`config.mk`:
```
export PLATFORM = sky130hd
export DESIGN_NAME = mem_ctrl
export DESIGN_NICKNAME = d
export VERILOG_FILES = /design/src/rtl/mem_ctrl.sv
export SDC_FILE = /design/constraint.sdc
export NUM_CORES = 2
export LEC_CHECK = 0
export CAP_MARGIN = 0
export CORE_ASPECT_RATIO = 0.75
export CORE_MARGIN = 3
export CORE_UTILIZATION = 53
export DETAILED_ROUTE_END_ITERATION = 8
export GPL_TIMING_DRIVEN = 0
export PLACE_DENSITY = 0.71
export SETUP_SLACK_MARGIN = 0.2
export SYNTH_ARGS = -nofsm -noshare
export SYNTH_HDL_FRONTEND = slang
export SYNTH_SLANG_ARGS = --single-unit
```
`constraint.sdc`:
```
create_clock -name clk -period 7.5 [get_ports clk]
set_input_delay 1.125 -clock clk [delete_from_list [all_inputs] [get_ports clk]]
set_output_delay 1.125 -clock clk [all_outputs]
set_load 0.03 [all_outputs]
```
`src/rtl/mem_ctrl.sv`:
```
// Single-port memory controller with a programmable wait-state FSM.
// Captures one access per request and acknowledges it with a one-cycle pulse.
module mem_ctrl #(
  parameter int unsigned WAIT_STATES = 2,
  parameter int unsigned ADDR_W      = 8,
  parameter int unsigned DATA_W      = 8
) (
  input  logic              clk,
  input  logic              reset,
  input  logic [ADDR_W-1:0] addr,
  input  logic [DATA_W-1:0] wdata,
  input  logic              req,
  input  logic              we,
  output logic [DATA_W-1:0] rdata,
  output logic              ack,
  output logic              busy
);

  typedef enum logic [1:0] {
    StIdle   = 2'd0,
    StWait   = 2'd1,
    StAccess = 2'd2,
    StAck    = 2'd3
  } state_e;

  localparam logic [3:0] WaitLoad = (WAIT_STATES > 0) ? 4'(WAIT_STATES - 1) : 4'd0;

  state_e            state_q;
  logic [3:0]        cnt_q;
  logic [ADDR_W-1:0] addr_q;
  logic [DATA_W-1:0] wdata_q;
  logic              we_q;

  logic [DATA_W-1:0] mem [2**ADDR_W];

  // Storage has no reset so its contents survive a controller reset.
  always_ff @(posedge clk) begin
    if (state_q == StAccess && we_q) begin
      mem[addr_q] <= wdata_q;
    end
  end

  always_ff @(posedge clk or negedge reset) begin
    if (!reset) begin
      state_q <= StIdle;
      cnt_q   <= 4'd0;
      addr_q  <= '0;
      wdata_q <= '0;
      we_q    <= 1'b0;
      rdata   <= '0;
      ack     <= 1'b0;
      busy    <= 1'b0;
    end else begin
      ack <= 1'b0;
      unique case (state_q)
        StIdle: begin
          if (req) begin
            addr_q  <= addr;
            wdata_q <= wdata;
            we_q    <= we;
            busy    <= 1'b1;
            if (WAIT_STATES > 0) begin
              state_q <= StWait;
              cnt_q   <= WaitLoad;
            end else begin
              state_q <= StAccess;
            end
          end
        end
        StWait: begin
          if (cnt_q == 4'd0) begin
            state_q <= StAccess;
          end else begin
            cnt_q <= cnt_q - 4'd1;
          end
        end
        StAccess: begin
          if (!we_q) begin
            rdata <= mem[addr_q];
          end
          ack     <= 1'b1;
          state_q <= StAck;
        end
        StAck: begin
          busy    <= 1'b0;
          state_q <= StIdle;
        end
        default: state_q <= StIdle;
      endcase
    end
  end

endmodule

```
Word-level counts from Yosys, hierarchy flattened
Memories as Yosys holds them, arrays and structs flattened. A register that Yosys moved wholly into a read port is not among the register bits.
Index checks and enable logic that the tools add are counted.

cells by class
  mux-type cells = 11
  reduce and logical (&&, ||, !) cells = 11
  add/sub/neg operators = 1
  eq/ne operators = 6
  bitwise gates (word level) = 1

operators with widths
  cell                                                                    number
  4-bit 2-to-1 mux                                                        2
  2-bit case mux with 4 select lines                                      1
  4-bit case mux with 2 select lines                                      1
  2-bit AND reduction                                                     4
  2-bit != test (second input constant)                                   3
  2-bit equality test (second input constant)                             2
  4-bit zero test                                                         1
  1-bit 2-to-1 mux                                                        4
  2-bit 2-to-1 mux                                                        2
  2-bit nonzero test                                                      2
  4-bit by 1-bit subtractor with 4-bit output (second input constant)     1
  3-bit AND reduction                                                     1
  2-bit by 1-bit equality test with 1-bit output (second input constant)  1
  2-bit zero test                                                         1
  1-bit case mux with 2 select lines                                      1
  1-bit logical AND                                                       1
  1-bit zero test                                                         1
  1-bit NOT                                                               1

storage, ports and cells
  memories = 1
  word-level logic and storage cells = 38
  output and inout bits = 10
  bits in writable memories = 2048
  register bits after elaboration = 25
  input port bits = 20

memories
  name  depth  width  read ports  clocked after Yosys merged registers in  wr ports  RTL line  source
  mem   256    8      1           1                                        1         34        logic [DATA_W-1:0] mem [2**ADDR_W];

Depth between registers and ports, before layout
  word-level depth = 4
  mapped depth = 12
  depth with buffers taken out = 9

Least setup slack after synthesis
Ideal clock, no wire load.

  kind = reg-to-reg
  start point = register wdata_q[0]
  end point = memory mem[0][0], data pin
  required time = 6697 ps
  clock period less this slack = 3982 ps
  path buffers = 0
  arrival = 3179 ps
  setup time = 803 ps
  setup slack = 3518 ps
  cell stages (with the launch flop) = 1
  path through = dfrtp_1

RTL lines
  what                    RTL line  source
  start, declared         31        logic [DATA_W-1:0] wdata_q;
  start signal, assigned  59        wdata_q <= wdata;
  end, declared           34

No word-level cell before the write port.

Final worst setup path
  start point = register addr_q[1]
  end point = memory mem[39][5] (enable)

RTL lines
  what                    RTL line  source
  start, declared         30        logic [ADDR_W-1:0] addr_q;
  start signal, assigned  58        addr_q <= addr;

No word-level cell before the write port.

==> impl_results.md <==
* LEAKAGE at 28.2 nW
* Fin util at 60.1%
* Synthesized flop and latch total at 2081
* Yosys warning total at 0
* CP most frequent cell: buf_2
* Max-cap violations at 13
* Ports at 30
* Worst slew pin tran at 1680 ps
* Routed WL per cell at 43.5 um
* Iteration-0 DRC Markers at 9795
* Final net count at 4157
* Multi-input logic area at 17600 um2
* Die ar. at 158000 um2
* # DRC at 0
* RSZ-0062 raised after global routing: false
* Max Fclk at 143 MHz
* Crit-path cells: buf_2 -> buf_2 -> buf_2 -> buf_2 -> buf_2 -> nand2_1 -> or3_1 -> clkbuf_1 -> nor2_1
* Worst hold margin at 191 ps
* Reg2Reg Launch Point: addr_q[1]
* Number of fill cells at 10500
* Met3 WL at 52400 um
* Postcts setup bufs at 0
* Final setup skew at 40.9 ps
* DRT antenna net count at 0
* Fin. Hold Viols at 0
* First-pass GRT wire length at 365000 um
* CTS clk-pin slew, worst paths at 60 ps
* Worst hold-check path type: in -> async
* Pwr Density at 430 nW/um2
* Port buffer count at 29
* Required time worst endpoint at 7960 ps
* Total Wirelength at 274000 um
* DP Wirelength at 182000 um
* Most common cell after layout, fill and taps aside: edfxtp_1
* Setup-failing EPs final at 0
* Worst Setup Start Kind: flop
* Cell taking the most area after synthesis: edfxtp_1
* Slew HR at -14.8%
* Top-area cell type share of the netlist area at 76.0%
* Cts bufs inserted at 188
* Sequential area share after synthesis at 77.0%
* Mapped Cells at 3879
* CTS tree: built
* Rows at 123
* WS Path Type: reg -> reg
* Period utilisation layout at 93.6%
* Crit path max fanout at 10
* Ys async rst share at 1.59%
* Max incr delay on CP at 1140 ps
* Initial antenna violation count at 21
* CTS max path bufs at 3
* CP Capture Type: flop
* DR top layer: met5
* Overflow after GRT at 0
* Status: complete, but fails checks
* Failing checks: max-capacitance violations, max-slew violations
* Top cells by area, synth: edfxtp_1, mux4_2, mux2i_1, nor2_1, dfrtp_1
* Crit path arrival time at 7480 ps
* Reg area at 62400 um2
* Root Buffer Master: clkbuf_16
* Post-synthesis net count at 3904
* CTS resizes at 0
* Most frequent cells in the layout: edfxtp_1, mux4_2, nor2_1
* Number of flops mapped to enable cells by yosys at 2048
* Wire length on met2 at 112000 um
* H-tree level count at 4
* Area growth from synthesis to layout at 11.9%
* Drt first pass iters at 8
* Final Max Tran Viols at 100
* GPL Wtd Cong at 1.02
* Die Wd at 457 um
* Vias in the first global route at 42200
* Vias post-DR at 45100
* Largest net degree at the start of global routing at 99
* Layout cells sized above 1 at 22.7%
* # clock sinks at 2081
* Mapped cell area at 81000 um2
* VDD IR max at 0.492 mV
* Worst-Skew Late Latency at 860 ps
* Main synth FF type: edfxtp_1
* Starting Density at 53.7%
* Post-route minimum period at 7020 ps
* Mean post-synth cell area at 20.9 um2
* Worst path slowest cell: nor2_1
* Met1 wire length at 97000 um
* Worst setup path start: addr_q[1]
* Yosys cell types at 54
* Via density at 7.18
* Total track usage at 34.8%
* CTS Hold Bufs at 0
* Core area at 151000 um2
* Die Ht at 345 um
==> power by group <==
group	internal [mW]	switching [mW]	leakage, nW
Clock	5.27	4.34	2.92
Combinational	4.07	10.1	6.50
Sequential	14.6	0.484	18.8
==> sequential cells by signal, summed over array words and instances, names as in the netlist <==
name,cells
ack,1
rdata,8
we_q,1
addr_q,8
state_q,2
cnt_q,4
busy,1
wdata_q,8
mem,2048
==> worst max-delay path: cells and delay by family (launching register included) <==
kind | cells | cell delay, ps
buf+inv | 6 | 3810
simple gates | 3 | 2420
flops | 1 | 310
==> cell families (layout without fill, tap and decap cells) <==
family | Yosys count | in the layout | share of synthesized area (%)
DFF | 2081 | 2081 | 77.0
buffers and inverters | 244 | 647 | 1.41
and+or+nand+nor | 602 | 602 | 3.14
adders and majority gates | 5 | 5 | 0.0773
other | 0 | 8 | 0
AOI/OAI and AO/OA | 264 | 264 | 2.34
muxes | 683 | 683 | 16.1
==> area by class of cell <==
type	count	area share, %
inverter	9	0.0373
multi-input combinational	1554	19.4
buffer	235	1.26
timing repair buffer	63	1.09
clock inverter	101	0.985
sequential	2081	68.8
clock buffer	239	5.58
antenna	8	0.0221
tap	2000	2.76
==> per-layer routing <==
metal,global-route usage [%],vias up
met4,13.8,10
met1,48.8,23500
li1,-,16600
met3,18.1,630
met2,46.1,4434
met5,0,-
==> synthesized netlist by cell type (20+ instances only) <==
cell type and n:
mux2i_1 169, clkbuf_1 111, a22oi_1 51, o22ai_1 25
nand2_1 173, buf_4 26, dfrtp_1 33, a21oi_1 33
o21ai_0 22, buf_2 83, edfxtp_1 2048, mux4_2 491
nor2_1 279, a211oi_1 21, mux2_2 23, nor3_1 30
a32oi_1 32, a31oi_1 20, nand3_1 55
==> per-stage QoR <==
stage | setup slack (ps) | power [mW] | setup TNS [ps] | std cells | cell area, um2
floorplan | 3520 | 22.2 | 0 | 3879 | 81000
finish | 484 | 38.9 | 0 | 6290 | 90600
global route | 749 | 39.2 | 0 | 6283 | 90600
global placement | -387 | 29.0 | -156180 | 5908 | 83800
detailed placement | 1010 | 28.7 | 0 | 5938 | 84600
CTS | 1010 | 38.1 | 0 | 6278 | 90500
==> worst paths after layout <==
path / slack (ps) / end / cells after the start
setup / recovery: 480 / mem[39][5] / 9
hold / removal: 190 / busy / 1
setup reg to reg: 480 / mem[39][5] / 9
hold reg to reg: 550 / busy / 2
max in group asynchronous: 6770 / addr_q[5] / 2
min in group clk: 550 / busy / 2
No activity file was read; power rests on OpenSTA's default activity.
